--- config.mk ---
export PLATFORM = sky130hd
export DESIGN_NAME = fifo_sync_rewind
export DESIGN_NICKNAME = d
export VERILOG_FILES = /design/src/rtl/fifo_sync_rewind.sv
export SDC_FILE = /design/constraint.sdc
export NUM_CORES = 1
export LEC_CHECK = 0
export CAP_MARGIN = 20
export CORE_MARGIN = 2
export CORE_UTILIZATION = 63
export DETAILED_ROUTE_END_ITERATION = 7
export DONT_BUFFER_PORTS = 1
export HOLD_SLACK_MARGIN = 0.03
export PLACE_DENSITY = 0.89
export SLEW_MARGIN = 0
export SYNTH_ARGS = -nofsm -noshare
export SYNTH_HDL_FRONTEND = slang
export SYNTH_SLANG_ARGS = --single-unit
export TNS_END_PERCENT = 5
--- constraint.sdc ---
create_clock -name clk -period 3.7 [get_ports clk]
set_input_delay 0.185 -clock clk [delete_from_list [all_inputs] [get_ports clk]]
set_output_delay 0.185 -clock clk [all_outputs]
set_load 0.01 [all_outputs]
--- src/rtl/fifo_sync_rewind.sv ---
// Single-clock FIFO with registered read, occupancy flags and mark/rewind
// so a window of already-read entries can be replayed for kernel reuse.
module fifo_sync_rewind #(
  parameter int DATA_WIDTH = 16,
  parameter int DEPTH      = 16,
  parameter int ADDR_WIDTH = $clog2(DEPTH),
  parameter int AFULL_THR  = DEPTH - 2,
  parameter int AEMPTY_THR = 2
) (
  input  logic                  clk,
  input  logic                  rst_n,
  input  logic                  wr_en,
  input  logic [DATA_WIDTH-1:0] data_in,
  input  logic                  rd_en,
  output logic [DATA_WIDTH-1:0] data_out,
  output logic                  rd_valid,
  input  logic                  rd_mark,
  input  logic                  rd_rewind,
  input  logic                  rd_release,
  output logic                  full,
  output logic                  empty,
  output logic                  almost_full,
  output logic                  almost_empty,
  output logic [ADDR_WIDTH:0]   count,
  output logic                  overflow,
  output logic                  underflow
);

  localparam int CW = ADDR_WIDTH + 1;

  typedef logic [ADDR_WIDTH-1:0] ptr_t;
  typedef logic [CW-1:0]         cnt_t;

  function automatic ptr_t ptr_inc(input ptr_t p);
    return (p == ptr_t'(DEPTH - 1)) ? '0 : p + ptr_t'(1);
  endfunction

  logic [DATA_WIDTH-1:0] mem_q [DEPTH];

  ptr_t                  wr_ptr_q, wr_ptr_d;
  ptr_t                  rd_ptr_q, rd_ptr_d;
  ptr_t                  mark_ptr_q, mark_ptr_d;
  logic                  mark_active_q, mark_active_d;
  cnt_t                  count_q, count_d;
  cnt_t                  held_q, held_d;
  logic [DATA_WIDTH-1:0] data_out_q, data_out_d;
  logic                  rd_valid_q, rd_valid_d;
  logic                  full_q, full_d;
  logic                  empty_q, empty_d;
  logic                  afull_q, afull_d;
  logic                  aempty_q, aempty_d;
  logic                  ovf_q, ovf_d;
  logic                  udf_q, udf_d;

  logic rewind_eff;
  logic wr_acc;
  logic rd_acc;

  always_comb begin
    wr_ptr_d      = wr_ptr_q;
    rd_ptr_d      = rd_ptr_q;
    mark_ptr_d    = mark_ptr_q;
    mark_active_d = mark_active_q;
    count_d       = count_q;
    held_d        = held_q;
    data_out_d    = data_out_q;
    rd_valid_d    = 1'b0;
    ovf_d         = ovf_q;
    udf_d         = udf_q;

    rewind_eff = rd_rewind && mark_active_q;
    wr_acc     = wr_en && !full_q;
    rd_acc     = rd_en && !empty_q && !rewind_eff;

    if (wr_acc) wr_ptr_d = ptr_inc(wr_ptr_q);

    if (rewind_eff)  rd_ptr_d = mark_ptr_q;
    else if (rd_acc) rd_ptr_d = ptr_inc(rd_ptr_q);

    if (rd_acc) data_out_d = mem_q[rd_ptr_q];
    rd_valid_d = rd_acc;

    if (wr_en && full_q) ovf_d = 1'b1;
    if (rd_en && empty_q && !rewind_eff) udf_d = 1'b1;

    // After a rewind the unread window is exactly the held window.
    if (rewind_eff) count_d = held_q + cnt_t'(wr_acc);
    else            count_d = count_q + cnt_t'(wr_acc) - cnt_t'(rd_acc);

    if (rewind_eff) begin
      held_d = held_q + cnt_t'(wr_acc);
    end else if (rd_mark) begin
      mark_ptr_d    = rd_ptr_q;
      mark_active_d = 1'b1;
      held_d        = count_q + cnt_t'(wr_acc);
    end else if (rd_release) begin
      mark_active_d = 1'b0;
      held_d        = count_d;
    end else if (mark_active_q) begin
      held_d = held_q + cnt_t'(wr_acc);
    end else begin
      held_d = count_d;
    end

    full_d   = (held_d == cnt_t'(DEPTH));
    afull_d  = (held_d >= cnt_t'(AFULL_THR));
    empty_d  = (count_d == '0);
    aempty_d = (count_d <= cnt_t'(AEMPTY_THR));
  end

  always_ff @(posedge clk) begin
    if (!rst_n) begin
      wr_ptr_q      <= '0;
      rd_ptr_q      <= '0;
      mark_ptr_q    <= '0;
      mark_active_q <= 1'b0;
      count_q       <= '0;
      held_q        <= '0;
      data_out_q    <= '0;
      rd_valid_q    <= 1'b0;
      full_q        <= 1'b0;
      empty_q       <= 1'b1;
      afull_q       <= (AFULL_THR <= 0);
      aempty_q      <= 1'b1;
      ovf_q         <= 1'b0;
      udf_q         <= 1'b0;
    end else begin
      wr_ptr_q      <= wr_ptr_d;
      rd_ptr_q      <= rd_ptr_d;
      mark_ptr_q    <= mark_ptr_d;
      mark_active_q <= mark_active_d;
      count_q       <= count_d;
      held_q        <= held_d;
      data_out_q    <= data_out_d;
      rd_valid_q    <= rd_valid_d;
      full_q        <= full_d;
      empty_q       <= empty_d;
      afull_q       <= afull_d;
      aempty_q      <= aempty_d;
      ovf_q         <= ovf_d;
      udf_q         <= udf_d;
    end
  end

  // Storage is deliberately not reset; pointers define what is valid.
  always_ff @(posedge clk) begin
    if (rst_n && wr_acc) mem_q[wr_ptr_q] <= data_in;
  end

  assign data_out     = data_out_q;
  assign rd_valid     = rd_valid_q;
  assign full         = full_q;
  assign empty        = empty_q;
  assign almost_full  = afull_q;
  assign almost_empty = aempty_q;
  assign count        = count_q;
  assign overflow     = ovf_q;
  assign underflow    = udf_q;

endmodule

==> results.json, run 1 <==
{
  "path_buf_inv": 1,
  "tightest_slew_ps": 1049,
  "pwr-share-clk_pct": 36.6,
  "worstSkewPairLatency_ps": 570,
  "worst_hold_slack_ps": 57.75,
  "cts.sinks": 302,
  "seq_area_frac_synth_pct": 72.30,
  "cp_max_fo": 12,
  "hold_path.class": "in2reg",
  "ir_worst_vdd_mv": 0.7170,
  "swShare_pct": 23.56,
  "slew_headroom_pct": 29.75,
  "drc": 0,
  "drt_iter0_drc": 635,
  "slew_viol_final": 0,
  "arrival_ps": 3370,
  "dp_hpwl_um": 15150,
  "skew_ps": 24.03,
  "chipHeight_um": 141.5,
  "synthCells": 623,
  "placedCellCount": 852,
  "synthFlopType": "edfxtp_1",
  "synth_area_leaders": "edfxtp_1, mux4_2, dfxtp_1, a22o_1, ha_1",
  "postCtsResizedCells": 0,
  "vias_per_cell": 7.008,
  "required_ps": 4160,
  "ant_nets": 0,
  "synth_area_um2": 11910,
  "drt_first_pass_iters": 6,
  "timing.fmax_mhz": 343.3,
  "routed_wl_um": 27290,
  "report.power.total_w": 0.007241,
  "synth_cell_types": 55,
  "fp.dieW_um": 141.5,
  "syn-num-nets": 656,
  "htreeDepth": 1,
  "cts_tree": "yes",
  "cp-start-kind": "flop",
  "grt_pass1_wl_um": 40970,
  "layout.cells.non_filler": 926,
  "portBuffers": 0,
  "yosysTopAreaCell": "edfxtp_1",
  "antennaDiodeCount": 0,
  "p_comb_share_pct": 9.9,
  "grt.total_usage_pct": 28.09,
  "grt_pass1_vias": 6687,
  "final_net_count": 704,
  "critPathTopFamily": "compound AO/OA/AOI/OAI gates",
  "finalHoldViolations": 0,
  "grt_max_degree": 49,
  "start_util_pct": 63.87,
  "ys_ff_latch": 302,
  "gp_congestion": 0.8705,
  "clk_pin_slew_ps": 60,
  "fin_area_um2": 13340,
  "synth-edff-count": 256,
  "setup_viol": 0,
  "power_frac_seq_pct": 53.5,
  "maxCapViolations": 0,
  "fin_tns_setup_ps": 0,
  "ys_warn_count": 0,
  "cts_max_path_buffers": 3,
  "endpoint_kind": "flop",
  "max_stage_delay_ps": 570,
  "cts_setup_buffers": 0,
  "dr_total_vias": 6489,
  "core_um2": 18640,
  "num_rows": 50,
  "antenna_found_initial": 0,
  "cts-root-buf": "clkbuf_16",
  "area_delta_synth_final_pct": 12.05,
  "crit_type": "reg2reg",
  "path_cells": "nor2b_1 -> buf_4 -> and2_1 -> ha_1 -> xor2_1 -> nand2_1 -> a2111oi_0 -> a311oi_1 -> o31ai_1",
  "holdBufCountCts": 23,
  "fin_crit_sh_pct": 78.72,
  "async_reset_ff_share_pct": 0,
  "p_switching_w": 0.001706,
  "intPower_w": 0.005535,
  "drive_gt1_share_pct": 21.53,
  "p_per_area_nw_per_um2": 542.7,
  "placed_cell_area_um2": 12270,
  "die-area_um2": 20020,
  "grt_overflow_total": 0,
  "fin_crit_ps": 2913,
  "io_pins": 51,
  "critPathSlowestCell": "xor2_1",
  "outcome": "completed",
  "yosysTopAreaCellShare_pct": 64.56,
  "cts_buffers": 28,
  "rsz0062_at_grt": "no",
  "wire_per_inst_um": 29.48,
  "syn_area_per_cell_um2": 19.11,
  "p_leak_nw": 4.272
}
[cell usage in the layout, fill, tap and decap left out, types with 8 or more instances in the layout]
cell,netlist,routed
clkbuf_1,18,8
nand2_1,31,31
buf_4,0,24
dlygate4sd3_1,0,23
ha_1,10,10
nor2_1,30,30
o21ai_0,8,8
edfxtp_1,256,256
a22o_1,16,16
mux4_2,80,80
clkbuf_16,0,28
dfxtp_1,46,44
a21oi_1,9,9
[worst min-delay path, stage by stage]
cell      delay (ps)
nor2b_1           70
nand2_1           80
a21o_1           120
a21boi_0          90
[worst paths after layout]
kind | from | to | slack (ps) | depth (start not counted)
min reg2reg | mark_ptr_q[3] | mark_ptr_q[3] | 500 | 2
min | rd_release | held_q[0] | 60 | 4
max | full | empty | 790 | 9
max reg2reg | full | empty | 790 | 9
[sequential cells by signal (all words and copies together), names as in the netlist]
register,count
held_q,5
rd_valid,1
overflow,1
mem_q,256
underflow,1
almost_full,1
full,1
count,5
almost_empty,1
mark_active_q,1
empty,1
data_out,16
wr_ptr_q,4
mark_ptr_q,4
rd_ptr_q,4
[routing by layer]
| layer | vias up | GRT usage, % | routed length [um] |
|---|---|---|---|
| li1 | 2631 | - | - |
| met3 | 97 | 5.501 | 2756 |
| met5 | - | 0 | 0 |
| met4 | 0 | 9.895 | 1076 |
| met2 | 473 | 47.55 | 13920 |
| met1 | 3288 | 37.19 | 9539 |
[through the flow]
step	setup slack, ps	util, %
after detailed placement	915.0	65.83
after global routing	652.2	71.56
after floorplan	1074	-
final	787.3	71.56
after global placement	982.7	65.83
after CTS	896.5	71.56
[cell families after synthesis]
family | share of synthesized area [%]
compound gates | 4.740
xor+xnor | 0.8091
fa+ha+maj | 1.051
buf+inv | 1.524
flops | 72.30
mux | 15.30
simple gates | 4.277
[layout make-up]
| class | instances | area (um2) |
|---|---|---|
| Multi-Input combinational cell | 283 | 3119 |
| Clock buffer | 37 | 744.5 |
| Inverter | 7 | 26.28 |
| Timing Repair Buffer | 49 | 450.4 |
| Fill cell | 1098 | 5301 |
| Clock inverter | 14 | 95.09 |
| Tap cell | 234 | 292.8 |
| Sequential cell | 302 | 8613 |
[cell usage after synthesis (3+ instances only)]
library cell	instances
edfxtp_1	256
mux4_2	80
dfxtp_1	46
nand2_1	31
nor2_1	30
clkbuf_1	18
a22o_1	16
ha_1	10
a21oi_1	9
nor2b_1	8
o21ai_0	8
and2_1	7
buf_2	7
xnor2_1	7
a21boi_0	6
inv_1	6
nand3_1	6
o21a_1	5
nor3_1	4
o211a_1	4
xor2_1	4
a31oi_1	3
and3_1	3
buf_1	3
nand2b_1	3
nand3b_1	3
o31ai_1	3
[power by group through the flow]
stage	clock (W)	combinational, W	sequential [W]
finish	0.00265	0.000714	0.00387
detailed placement	0	0.000639	0.00395
global route	0.00278	0.000769	0.00388
floorplan	0	0.000536	0.00389
CTS	0.00266	0.000708	0.00387
global placement	0	0.000621	0.00394
(Power assumes the default switching activity.)
==> run 2: changes to the inputs <==
- clock period: 3.7 -> 3 ns (I/O delays scaled with it)
==> run 2 against run 1 <==
Net effect: clock-buffer cell count is 1 higher; first-iteration DRC count is 16% higher; sequential share of layout area fell by 1.0 points; highest routed layer unchanged; hold slack worse by 14 ps; register-to-register slack lost 520 ps; critical endpoint is now almost_full; cell area up 1.6%; combinational power increased by 27%; clock skew fell by 8.9 ps; maximum frequency up 6.6%; final cell count rose by 1.3%; critical path depth grew 1.
==> results.json, run 2 (same netlist as run 1, synthesis figures left out) <==
{
  "report.power.total_w": 0.009316,
  "cts_tree": "yes",
  "tightest_slew_ps": 965.9,
  "cp-start-kind": "flop",
  "setup_ws_ps": 266.6,
  "worst-r2r-setup-slack_ps": 270,
  "max_stage_delay_ps": 480,
  "cts.sinks": 302,
  "clk_pin_slew_ps": 70,
  "largest_register": "mem_q",
  "p_per_area_nw_per_um2": 687.4,
  "rr_worst_depth": 10,
  "grt_pass1_wl_um": 40000,
  "die-area_um2": 20020,
  "min_from": "rd_rewind",
  "required_ps": 3420,
  "rsz0062_at_grt": "no",
  "final_net_count": 714,
  "final_cell_mix": "edfxtp_1, mux4_2, dfxtp_1",
  "drt_first_pass_iters": 5,
  "cts_max_path_buffers": 3,
  "grt_pass1_vias": 6715,
  "postCtsResizedCells": 0,
  "placedCellCount": 861,
  "setup_viol": 0,
  "grt_overflow_total": 0,
  "chipHeight_um": 141.5,
  "grt.total_usage_pct": 27.22,
  "r2r-start": "full",
  "cts-root-buf": "clkbuf_16",
  "portBuffers": 0,
  "dp_hpwl_um": 15430,
  "dp_slack_ps": 420.6,
  "io_pins": 51,
  "whs_path_depth": 3,
  "critPathSlowestCell": "or4_1",
  "ant_nets": 0,
  "antenna_found_initial": 0,
  "slew_headroom_pct": 35.39,
  "htreeDepth": 1,
  "crit_path_frequent_cell": "ha_1",
  "maxCapViolations": 0,
  "worstSkewPairLatency_ps": 550,
  "drt_iter0_drc": 738,
  "vias_per_cell": 6.800,
  "routed_wl_um": 26180,
  "fin_area_um2": 13550,
  "skew_ps": 15.10,
  "placed_cell_area_um2": 12350,
  "largest_register_ffs": 256,
  "dr_total_vias": 6378,
  "cts_buffers": 29,
  "fin_crit_ps": 2733,
  "drive_gt1_share_pct": 23.44,
  "whs_endpoint": "count[3]",
  "p_leak_nw": 4.394,
  "reg2reg_to": "almost_full",
  "slew_viol_final": 0,
  "arrival_ps": 3160,
  "final_common_cell": "edfxtp_1",
  "core_um2": 18640,
  "timing.fmax_mhz": 365.9,
  "layout.cells.non_filler": 938,
  "finalHoldViolations": 0,
  "holdBufCountCts": 23,
  "outcome": "completed",
  "ir_worst_vdd_mv": 0.6260,
  "hold_path.class": "in2reg",
  "fin_tns_setup_ps": 0,
  "antennaDiodeCount": 0,
  "fin_crit_sh_pct": 91.11,
  "drc": 0,
  "num_rows": 50,
  "wire_per_inst_um": 27.91,
  "grt_max_degree": 45,
  "path_cells": "nor2b_1 -> and2_1 -> ha_1 -> inv_1 -> ha_1 -> nand2_1 -> or4_1 -> a211oi_1 -> a2bb2oi_1 -> o2bb2ai_1",
  "cp_max_fo": 5,
  "cts_setup_buffers": 0,
  "gp_congestion": 0.8774,
  "area_delta_synth_final_pct": 13.82,
  "start_util_pct": 63.87,
  "crit_type": "reg2reg",
  "endpoint_kind": "flop",
  "fp.dieW_um": 141.5
}
-- run 2: worst max path at each step --
stage | cells after the start | startpoint | end
finish | 10 | full | almost_full
global route | 10 | full | almost_full
CTS | 10 | full | almost_full
detailed placement | 10 | full | almost_full
global placement | 10 | full | almost_full
floorplan | 11 | full | almost_full
-- run 2: routing by layer --
layer / global-route usage, % / routed length [um] / vias up
li1: - / - / 2658
met1: 36.68 / 9666 / 3268
met2: 44.94 / 13250 / 371
met3: 4.792 / 2090 / 81
met4: 11.37 / 1167 / 0
met5: 0 / 0 / -
-- run 2: final cells by class --
| cell class | count | area (um2) |
|---|---|---|
| clock buffers | 38 | 809.5 |
| clock inverters | 16 | 160.2 |
| fillers | 1035 | 5091 |
| inverters | 7 | 26.28 |
| multi-input cells | 283 | 3119 |
| flip-flops and latches | 302 | 8613 |
| well taps | 234 | 292.8 |
| repair buffers | 58 | 530.5 |
-- run 2: critical path, delay by kind of cell (launching register included) --
family / cells / cell delay, ps
AO/OA/AOI/OAI: 3 / 710
adder cells (fa/ha/maj): 2 / 530
buffers and inverters: 1 / 70
flip-flops: 1 / 450
AND/OR/NAND/NOR: 4 / 840
-- run 2: where the power goes --
part / internal [W] / switching [W] / total [W]
logic: 0.000438 / 0.000466 / 0.000904
registers: 0.00464 / 0.000115 / 0.00476
clock network: 0.00215 / 0.00150 / 0.00365
total: 0.00723 / 0.00208 / 0.00932
-- run 2: through the flow --
step,util [%],hold slack [ps]
global route,72.69,77.91
global placement,66.26,234.3
floorplan,-,248.9
CTS,72.69,33.04
detailed placement,66.26,239.5
finish,72.69,44.25
==> run 3: changes to the inputs <==
- GPL_TIMING_DRIVEN: not set -> 0
- PLACE_DENSITY: 0.89 -> 0.88
==> run 3 against run 2 <==
Net effect: critical path depth rose by 1; register-to-register slack worse by 140 ps; hold slack improved by 33 ps; flip-flop and latch count unchanged; non-clock buffer count up 12; power shrank 1.9%; die area stayed put; sequential power hardly changed; critical endpoint unchanged.
==> results.json, run 3 (same netlist as run 1, synthesis figures left out) <==
{
  "largest_register_ffs": 256,
  "setup_viol": 0,
  "portBuffers": 0,
  "setup_ws_ps": 124.9,
  "tightest_slew_ps": 981.3,
  "chipHeight_um": 141.5,
  "r2r-start": "full",
  "worst-r2r-setup-slack_ps": 120,
  "fin_crit_sh_pct": 95.84,
  "final_cell_mix": "edfxtp_1, mux4_2, dfxtp_1",
  "fp.dieW_um": 141.5,
  "largest_register": "mem_q",
  "rsz0062_at_grt": "no",
  "skew_ps": 8.184,
  "ir_worst_vdd_mv": 0.5585,
  "ant_nets": 0,
  "start_util_pct": 63.87,
  "timing.fmax_mhz": 347.8,
  "htreeDepth": 1,
  "p_switching_w": 0.002149,
  "critPathLaunch": "full",
  "num_rows": 50,
  "drc": 0,
  "fin_crit_ps": 2875,
  "clk_pin_slew_ps": 60,
  "worstSkewPairLatency_ps": 550,
  "hold_path.class": "in2reg",
  "grt_pass1_wl_um": 43730,
  "area_delta_synth_final_pct": 15.07,
  "max_stage_delay_ps": 500,
  "slew_viol_final": 0,
  "core_um2": 18640,
  "vias_per_cell": 7.033,
  "antenna_found_initial": 0,
  "cp-start-kind": "flop",
  "wire_per_inst_um": 31.34,
  "layout.cells.non_filler": 950,
  "dp_hpwl_um": 18140,
  "intPower_w": 0.006990,
  "drt_first_pass_iters": 7,
  "utilization_pct": 73.49,
  "outcome": "completed",
  "crit_type": "reg2reg",
  "grt_max_degree": 17,
  "gp_congestion": 0.8794,
  "maxCapViolations": 0,
  "finalHoldViolations": 0,
  "cts_buffers": 29,
  "grt_pass1_vias": 6788,
  "path_cells": "nor2b_4 -> clkbuf_4 -> and2_1 -> ha_1 -> inv_1 -> ha_1 -> nand2_1 -> or4_1 -> a211oi_1 -> a2bb2oi_2 -> o2bb2ai_1",
  "power_frac_seq_pct": 51.9,
  "antennaDiodeCount": 0,
  "min_from": "rst_n",
  "crit_path_frequent_cell": "ha_1",
  "cts_tree": "yes",
  "cp_max_fo": 10,
  "critPathSlowestCell": "dfxtp_1",
  "pwr-share-clk_pct": 37.3,
  "drt_iter0_drc": 821,
  "p_comb_share_pct": 10.9,
  "grt.total_usage_pct": 30.64,
  "dr_total_vias": 6681,
  "placedCellCount": 873,
  "swShare_pct": 23.51,
  "cts_setup_buffers": 0,
  "cts-root-buf": "clkbuf_16",
  "io_pins": 51,
  "routed_wl_um": 29780,
  "cts.sinks": 302,
  "arrival_ps": 3300,
  "p_leak_nw": 4.372,
  "slew_headroom_pct": 34.58,
  "worst_hold_slack_ps": 76.98,
  "final_common_cell": "edfxtp_1",
  "dp_slack_ps": -213.4,
  "required_ps": 3430,
  "die-area_um2": 20020,
  "p_per_area_nw_per_um2": 667.0,
  "cts_max_path_buffers": 3,
  "endpoint_kind": "flop",
  "drive_gt1_share_pct": 23.04,
  "grt_overflow_total": 0,
  "final_net_count": 726
}
-- run 3: cell count changes in the layout (fill, tap and decap cells not counted), moves of 4 or more --
cell and change:
buf_16 +7, clkinv_2 -4, nor2_2 +16, nor2_1 -16, buf_4 -32, buf_2 +7, clkbuf_1 +28, buf_8 +11
-- run 3: stage by stage --
| step | TNS [ps] | power [W] | cell area (um2) |
|---|---|---|---|
| 4_1_cts | 0 | 0.009136 | 13670 |
| 3_5_place_dp | -740.8 | 0.005716 | 12570 |
| 6_report | 0 | 0.009139 | 13700 |
| 5_1_grt | 0 | 0.009379 | 13700 |
| 2_1_floorplan | 0 | 0.005462 | 11910 |
| 3_3_place_gp | -8132 | 0.005664 | 12200 |
-- run 3: power groups by stage --
| stage | Combinational (W) | Clock [W] | Sequential [W] |
|---|---|---|---|
| 6_report | 0.000993 | 0.00340 | 0.00474 |
| 5_1_grt | 0.00106 | 0.00357 | 0.00475 |
| 4_1_cts | 0.000977 | 0.00342 | 0.00474 |
| 3_5_place_dp | 0.000889 | 0 | 0.00483 |
| 3_3_place_gp | 0.000843 | 0 | 0.00482 |
| 2_1_floorplan | 0.000661 | 0 | 0.00480 |
-- run 3: what timing repair did --
action / CTS / global route
resized for setup: 3 / 4
setup endpoints to repair: 5 / 5
hold buffers: 22 / 0
hold endpoints to repair: 267 / 0
-- run 3: path summary, 6_finish.rpt --
| check | end | depth (start not counted) |
|---|---|---|
| max | almost_full | 11 |
| min | held_q[0] | 2 |
| max reg2reg | almost_full | 11 |
| min reg2reg | mark_ptr_q[3] | 2 |
-- run 3: final cells by class --
type	count	area [um2]
Sequential cell	302	8608
Fill cell	1046	4942
Multi-Input combinational cell	283	3178
Clock buffer	47	834.6
Timing Repair Buffer	39	559.3
Tap cell	234	292.8
Buffer	31	158.9
Clock inverter	7	42.54
Inverter	7	26.28
-- run 3: critical path, delay by kind of cell (launching register included) --
kind	cells	cell delay, ps
buffers and inverters	2	270
AO/OA/AOI/OAI	3	670
flip-flops	1	500
adder cells (fa/ha/maj)	2	530
AND/OR/NAND/NOR	4	790
-- run 3: metal layers --
layer	GRT usage [%]	up-vias	wire length [um]
met5	0	-	0
met4	11.37	0	1221
met3	7.222	97	3028
met2	51.15	497	14980
met1	40.04	3387	10550
li1	-	2700	-
